File: config.mk
export PLATFORM = sky130hd
export DESIGN_NAME = chebyshev_down_counter_flat
export DESIGN_NICKNAME = d
export VERILOG_FILES = /design/src/rtl/chebyshev_down_counter_if.sv /design/src/rtl/chebyshev_down_counter.sv /design/src/flat_wrapper.sv
export SDC_FILE = /design/constraint.sdc
export NUM_CORES = 1
export LEC_CHECK = 0
export CAP_MARGIN = 20
export CORE_MARGIN = 2
export CORE_UTILIZATION = 45
export DETAILED_ROUTE_END_ITERATION = 16
export PLACE_DENSITY = 0.88
export SYNTH_ARGS = -nofsm -noshare
export SYNTH_HDL_FRONTEND = slang
export SYNTH_SLANG_ARGS = --single-unit
File: constraint.sdc
create_clock -name clock -period 2.5 [get_ports clock]
set_input_delay 0.5 -clock clock [delete_from_list [all_inputs] [get_ports clock]]
set_output_delay 0.5 -clock clock [all_outputs]
set_load 0.01 [all_outputs]
File: src/rtl/chebyshev_down_counter_if.sv
// Handshake bundle for chebyshev_down_counter.
//   clear, start, count_from, ready : controller -> sequencer
//   out, valid, first, last         : current beat (index and flags)
//   busy, done                      : sequence status / completion pulse
interface chebyshev_down_counter_if #(
  parameter int DATA_WIDTH = 8
);
  logic                  clear;
  logic                  start;
  logic [DATA_WIDTH-1:0] count_from;
  logic                  ready;
  logic [DATA_WIDTH-1:0] out;
  logic                  valid;
  logic                  first;
  logic                  last;
  logic                  busy;
  logic                  done;

  modport master (
    output clear, start, count_from, ready,
    input  out, valid, first, last, busy, done
  );

  modport slave (
    input  clear, start, count_from, ready,
    output out, valid, first, last, busy, done
  );
endinterface

File: src/rtl/chebyshev_down_counter.sv
// Reverse-order index sequencer feeding Clenshaw coefficient reads.
// On start, issues count_from, count_from-1, ... COUNT_TO, one index per
// accepted beat (valid && ready), flags first/last beats, pulses done.
// Ports:
//   clock  : sole clock, rising edge
//   resetn : asynchronous active-low reset
//   bus    : chebyshev_down_counter_if.slave (controls, beat, status)
//
// state | meaning
// IDLE  | waiting for start; valid low, out holds
// RUN   | issuing beats; valid high, stalls while ready low
// DONE  | single-cycle completion, done high
module chebyshev_down_counter #(
  parameter int DATA_WIDTH = 8,
  parameter int COUNT_TO   = 0
) (
  input  logic                     clock,
  input  logic                     resetn,
  chebyshev_down_counter_if.slave  bus
);

  localparam logic [DATA_WIDTH-1:0] TERM = DATA_WIDTH'(COUNT_TO);
  localparam logic [DATA_WIDTH-1:0] ONE  = DATA_WIDTH'(1);

  typedef enum logic [1:0] {IDLE, RUN, DONE} state_t;

  state_t                state;
  logic [DATA_WIDTH-1:0] out_r;
  logic                  valid_r;
  logic                  first_r;
  logic                  last_r;
  logic                  done_r;

  // Borrow out of an extended subtraction flags count_from < COUNT_TO
  // without a compare that degenerates to a constant when COUNT_TO is 0.
  logic [DATA_WIDTH:0]   start_diff;
  logic                  start_empty;
  logic [DATA_WIDTH-1:0] out_dec;
  logic                  transfer;

  assign start_diff  = {1'b0, bus.count_from} - {1'b0, TERM};
  assign start_empty = start_diff[DATA_WIDTH];
  assign out_dec     = out_r - ONE;
  assign transfer    = valid_r && bus.ready;

  always_ff @(posedge clock or negedge resetn) begin
    if (!resetn) begin
      state   <= IDLE;
      out_r   <= '0;
      valid_r <= 1'b0;
      first_r <= 1'b0;
      last_r  <= 1'b0;
      done_r  <= 1'b0;
    end else if (bus.clear) begin
      // abort wins over start and transfer; out keeps its value
      state   <= IDLE;
      valid_r <= 1'b0;
      first_r <= 1'b0;
      last_r  <= 1'b0;
      done_r  <= 1'b0;
    end else begin
      case (state)
        IDLE: begin
          done_r <= 1'b0;
          if (bus.start) begin
            if (start_empty) begin
              state  <= DONE;
              done_r <= 1'b1;
            end else begin
              state   <= RUN;
              out_r   <= bus.count_from;
              valid_r <= 1'b1;
              first_r <= 1'b1;
              last_r  <= (bus.count_from == TERM);
            end
          end
        end
        RUN: begin
          if (transfer) begin
            first_r <= 1'b0;
            if (last_r) begin
              state   <= DONE;
              valid_r <= 1'b0;
              last_r  <= 1'b0;
              done_r  <= 1'b1;
            end else begin
              out_r  <= out_dec;
              last_r <= (out_dec == TERM);
            end
          end
        end
        DONE: begin
          state  <= IDLE;
          done_r <= 1'b0;
        end
        default: begin
          state   <= IDLE;
          valid_r <= 1'b0;
          first_r <= 1'b0;
          last_r  <= 1'b0;
          done_r  <= 1'b0;
        end
      endcase
    end
  end

  assign bus.out   = out_r;
  assign bus.valid = valid_r;
  assign bus.first = first_r;
  assign bus.last  = last_r;
  assign bus.done  = done_r;
  assign bus.busy  = (state != IDLE);

endmodule

File: src/flat_wrapper.sv
// flat-port wrapper written by rule: the top's interface ports become plain ports
module chebyshev_down_counter_flat 
#(
  parameter int DATA_WIDTH = 8,
  parameter int COUNT_TO   = 0
)
  (clock, resetn, bus_clear, bus_start, bus_count_from, bus_ready, bus_out, bus_valid, bus_first, bus_last, bus_busy, bus_done);
  chebyshev_down_counter_if #(.DATA_WIDTH(DATA_WIDTH)) bus_i ();
  input  logic clock;
  input  logic resetn;
  input wire logic [$bits(bus_i.clear)-1:0] bus_clear;
  input wire logic [$bits(bus_i.start)-1:0] bus_start;
  input wire logic [$bits(bus_i.count_from)-1:0] bus_count_from;
  input wire logic [$bits(bus_i.ready)-1:0] bus_ready;
  output wire logic [$bits(bus_i.out)-1:0] bus_out;
  output wire logic [$bits(bus_i.valid)-1:0] bus_valid;
  output wire logic [$bits(bus_i.first)-1:0] bus_first;
  output wire logic [$bits(bus_i.last)-1:0] bus_last;
  output wire logic [$bits(bus_i.busy)-1:0] bus_busy;
  output wire logic [$bits(bus_i.done)-1:0] bus_done;
  assign bus_i.clear = bus_clear;
  assign bus_i.start = bus_start;
  assign bus_i.count_from = bus_count_from;
  assign bus_i.ready = bus_ready;
  assign bus_out = bus_i.out;
  assign bus_valid = bus_i.valid;
  assign bus_first = bus_i.first;
  assign bus_last = bus_i.last;
  assign bus_busy = bus_i.busy;
  assign bus_done = bus_i.done;
  chebyshev_down_counter #(.DATA_WIDTH(DATA_WIDTH), .COUNT_TO(COUNT_TO)) u_core (.clock(clock), .resetn(resetn), .bus(bus_i));
endmodule
Word level (Yosys, flattened, before mapping)
Index checks and enable logic that the tools add are counted.

storage, ports and cells
  flip-flop bits (word level) = 14
  logic and storage cells = 54
  output and inout bits = 13

operators by class
  bitwise operators = 1
  equality and inequality tests = 9
  add/sub/neg operators = 1
  multiplexer cells = 26
  reductions and logical operators = 11

operators by type and width
  cell                                                                     count
  8-bit 2-to-1 mux                                                         3
  8-bit logical NOT                                                        2
  8-bit case mux with 2 select lines                                       1
  1-bit 2-to-1 mux                                                         14
  1-bit case mux with 3 select lines                                       3
  2-bit 2-to-1 mux                                                         4
  8-bit by 1-bit subtractor with 8-bit output, second input constant       1
  2-bit inequality test, second input constant                             3
  3-bit by 2-bit inequality test with 1-bit output, second input constant  2
  3-bit AND reduction                                                      2
  5-bit AND reduction                                                      1
  2-bit case mux with 2 select lines                                       1
  4-bit AND reduction                                                      1
  2-bit nonzero test                                                       2
  3-bit inequality test, second input constant                             1
  2-bit by 1-bit == test with 1-bit output, second input constant          1
  2-bit == test, second input constant                                     1
  2-bit logical NOT                                                        1
  2-bit by 1-bit inequality test with 1-bit output, second input constant  1
  2-bit AND reduction                                                      1
  1-bit logical AND                                                        1
  1-bit inverter                                                           1

Logic depth before layout (Yosys ltp)
  depth after elaboration = 6
  gate-level depth with buffers = 7
  mapped depth without buffers = 6

Worst setup path before layout
OpenSTA, ideal clock, no wires.

  path type = register to register
  from = register u_core.out_r[0] (netlist: u_core.bus.out[0])
  to = register u_core.out_r[6] (netlist: u_core.bus.out[6])
  setup time = 0.074 ns
  path slack = 0.583 ns
  stages on the path, launching flop included = 7
  arrival time = 1.843 ns
  buffers on the path = 0
  cells stage by stage = dfrtp_1 > inv_1 > ha_1 > or3b_4 > or4_4 > a31o_1 > o21ai_2

on the way
  word-level cells in the longest chain between the ends = 4

ends and longest elaborated chain
  item                                         line                          source
  from (decl)                                  chebyshev_down_counter.sv:28  logic [DATA_WIDTH-1:0] out_r;
  from (signal assigned)                       chebyshev_down_counter.sv:71  out_r <= bus.count_from;
  from (signal assigned)                       chebyshev_down_counter.sv:87  out_r <= out_dec;
  8-bit by 1-bit subtractor with 8-bit output  chebyshev_down_counter.sv:43  assign out_dec = out_r - ONE;
  8-bit 2-to-1 mux                             chebyshev_down_counter.sv:81  if (last_r) begin
  8-bit 2-to-1 mux                             chebyshev_down_counter.sv:79  if (transfer) begin
  8-bit case mux with 2 select lines           chebyshev_down_counter.sv:62  case (state)

No other way between the ends. The select of a mux whose other input is x is not followed.
A chain may end at the register's enable or synchronous reset.

Worst setup path after layout
  from = register u_core.state[0]
  to = output bus_busy

on the way
  word-level cells in the longest chain between the ends = 1

ends and longest elaborated chain
  item                    line                           source
  from (decl)             chebyshev_down_counter.sv:27   state_t state;
  from (signal assigned)  chebyshev_down_counter.sv:48   state <= IDLE;
  from (signal assigned)  chebyshev_down_counter.sv:56   state <= IDLE;
  from (signal assigned)  chebyshev_down_counter.sv:67   state <= DONE;
  2-bit nonzero test      chebyshev_down_counter.sv:112  assign bus.busy = (state != IDLE);
  to (decl)               flat_wrapper.sv:19             output wire logic [$bits(bus_i.busy)-1:0] bus_busy;

No other way between the ends.

==> results.cfg <==
[final_layout]
fin_nets = 139
area_growth_pct = 35.9
seqCellArea_sq_um = 350
stdcell_area_sq_um = 1160
num-fill-cells = 161
drive_gt1_share_pct = 8.13
final_common_cell = clkdlybuf4s50_1
final_cell_mix = clkdlybuf4s50_1 (25), dfrtp_1 (14), a21oi_1 (10)
n_antenna_cell = 0
multiInputGateArea_sq_um = 478

[min_path]
hold_class = register to register

[detailed_routing]
drt_iter0_drc = 39
wire_per_inst_microns = 14.0
totalWireLength_microns = 2070
drcViolationCount = 0
vias = 882
ant_nets = 0
viasPerCell = 5.96
first_pass_iters = 5

[critical_path]
rr_startpoint = u_core.bus.out[0]
critPathMaxStageDelay_ns = 0.48
r2r_slack_ns = 0.50
crit_start = u_core.state[0]
path_class = register to output port
crit_family = flip-flops
path_max_fanout = 10
critPathLaunchType = register
r2r-end = u_core.bus.out[6]
endpoint = bus_busy
reg2reg_depth = 6
cp.required_ns = 2.00
end_kind = output port
critPathSlowestCell = dfrtp_1
crit_chain = or2_2, clkdlybuf4s50_1
path_depth = 2
arrival_ns = 1.58
cp.buffers_inverters = 1

[place]
dpl.hpwl_microns = 1560
port_buffers = 25
placed_area_sq_um = 1130
place_ws_ns = 0.306
gp_congestion = 0.842

[yosys]
synth_warnings = 0
yosysSeqAreaShare_pct = 40.9
syn_area_sq_um = 857
syn_avg_cell_area_sq_um = 8.84
ys_types = 38
syn_nets = 112
syn_inst = 97
synth-seq-cells = 14

[clock_network]
post_cts_buffers = 0
clock-sinks = 14
cts_buffer_depth = 2
clock_latency_ns = 0.27
cts_tree = yes
clock-root-buffer = clkbuf_4
cts_buffers = 3
hold_buffers = 0
h-tree-depth = 1
path_clk_slew_ns = 0.09
cts_resized = 0

[sta]
setup_slack_ns = 0.425
rsz0062_at_grt = no
finClkSkew_ns = 0.00122
period_share_pct = 83.0
setup_viol_count_final = 0
slew_headroom_pct = 56.6
tightest_slew_ns = 0.649
finalSetupTns_ns = 0
hold_viol = 0
max_freq_mhz = 482
slew_viol_final = 0
min_period_ns = 2.08

[grt]
grt_pass1_wl_microns = 3390
antenna_found_initial = 0
grt_pass1_vias = 780
grt_max_degree = 17
grt_overflow = 0
grt_util_all_layers_pct = 21.0

[floorplan]
pin_count = 26
dieWidth_microns = 47.6
die_y_microns = 47.6
core_sq_um = 1760
start_util_pct = 48.6
row_count = 15
design.die.area_sq_um = 2270

[pwr]
p_per_area_nw_per_um2 = 679
ir_drop_mv = 0.454
leakagePower_nw = 0.462

[status]
outcome = finished, final reports clean

[flow_run]
drv_cap = 0
## cell usage after synthesis, drive strengths merged
library cell / n / area, sq um
a211o: 1 / 8.76
a211oi: 3 / 22.5
a21oi: 10 / 50.1
a22oi: 2 / 15.0
a31o: 1 / 8.76
a31oi: 1 / 6.26
and3: 1 / 6.26
buf: 3 / 13.8
clkbuf: 1 / 3.75
dfrtp: 14 / 350
ha: 2 / 25.0
inv: 3 / 11.3
nand2: 4 / 15.0
nand2b: 3 / 18.8
nand3: 1 / 5.00
nand3b: 2 / 15.0
nand4: 1 / 6.26
nand4b: 1 / 8.76
nor2: 7 / 26.3
nor2b: 2 / 12.5
nor3: 4 / 20.0
nor3b: 1 / 7.51
nor4: 5 / 31.3
o21a: 1 / 7.51
o21ai: 8 / 43.8
o21bai: 3 / 22.5
o22ai: 1 / 6.26
o2bb2ai: 1 / 8.76
o31ai: 1 / 7.51
or2: 2 / 12.5
or3: 2 / 12.5
or3b: 1 / 11.3
or4: 2 / 18.8
xnor2: 1 / 8.76
xor2: 1 / 8.76
## power breakdown
group / switching [mW] / total [mW] / internal, mW
Clock: 0.0766 / 0.165 / 0.0885
Combinational: 0.131 / 0.292 / 0.162
Sequential: 0.0659 / 0.333 / 0.267
Total: 0.273 / 0.791 / 0.518
## routing by layer
layer / GRT usage (%) / routed length [microns] / up-vias
li1: - / - / 415
met3: 3.40 / 130 / 0
met5: 0 / 0 / -
met4: 4.86 / 0 / 0
met1: 26.9 / 906 / 421
met2: 37.0 / 1030 / 46
## cell type report
| class | count | area share, % |
|---|---|---|
| inverters | 3 | 0.967 |
| multi-input cells | 76 | 41.0 |
| well taps | 25 | 2.69 |
| repair buffers | 26 | 22.1 |
| clock buffers | 4 | 3.11 |
| flip-flops and latches | 14 | 30.1 |
## how the worst min path moves through the flow
stage / start / endpoint / slack (ns) / cells after the start
after floorplan: resetn / u_core.bus.done / 0.20 / 0
after global placement: u_core.bus.out[7] / u_core.bus.out[7] / 0.51 / 1
after detailed placement: u_core.bus.out[7] / u_core.bus.out[7] / 0.53 / 1
after CTS: u_core.bus.out[7] / u_core.bus.out[7] / 0.55 / 1
after global routing: u_core.bus.out[7] / u_core.bus.out[7] / 0.57 / 1
final: u_core.bus.first / u_core.bus.first / 0.55 / 2
## sequential cells by signal, indices dropped and copies added, names as in the netlist
name,flops
u_core.bus.out,8
u_core.state,2
u_core.bus.done,1
u_core.bus.first,1
u_core.bus.last,1
u_core.bus.valid,1
## tightest hold or removal path, stage by stage (launching register included)
cell	delay, ns
dfrtp_1	0.40
nand2_1	0.07
a21oi_1	0.06
## per-stage QoR
step	instances	hold WS, ns	total power, mW	util [%]
finish	148	0.555	0.791	66.0
CTS	148	0.547	0.791	66.0
global placement	144	0.515	0.619	64.0
global route	148	0.573	0.845	66.0
detailed placement	144	0.527	0.628	64.0
floorplan	97	0.204	0.482	-
## logic make-up (layout without fill, tap and decap cells)
group / after synthesis / count (layout) / share of synthesized area [%]
xor gates and xnor gates: 2 / 2 / 2.04
adders and majority gates: 2 / 2 / 2.92
AOI/OAI and AO/OA: 33 / 33 / 24.2
and+or+nand+nor: 39 / 39 / 26.6
DFF: 14 / 14 / 40.9
buffers and inverters: 7 / 33 / 3.36
(Power assumes the default switching activity.)
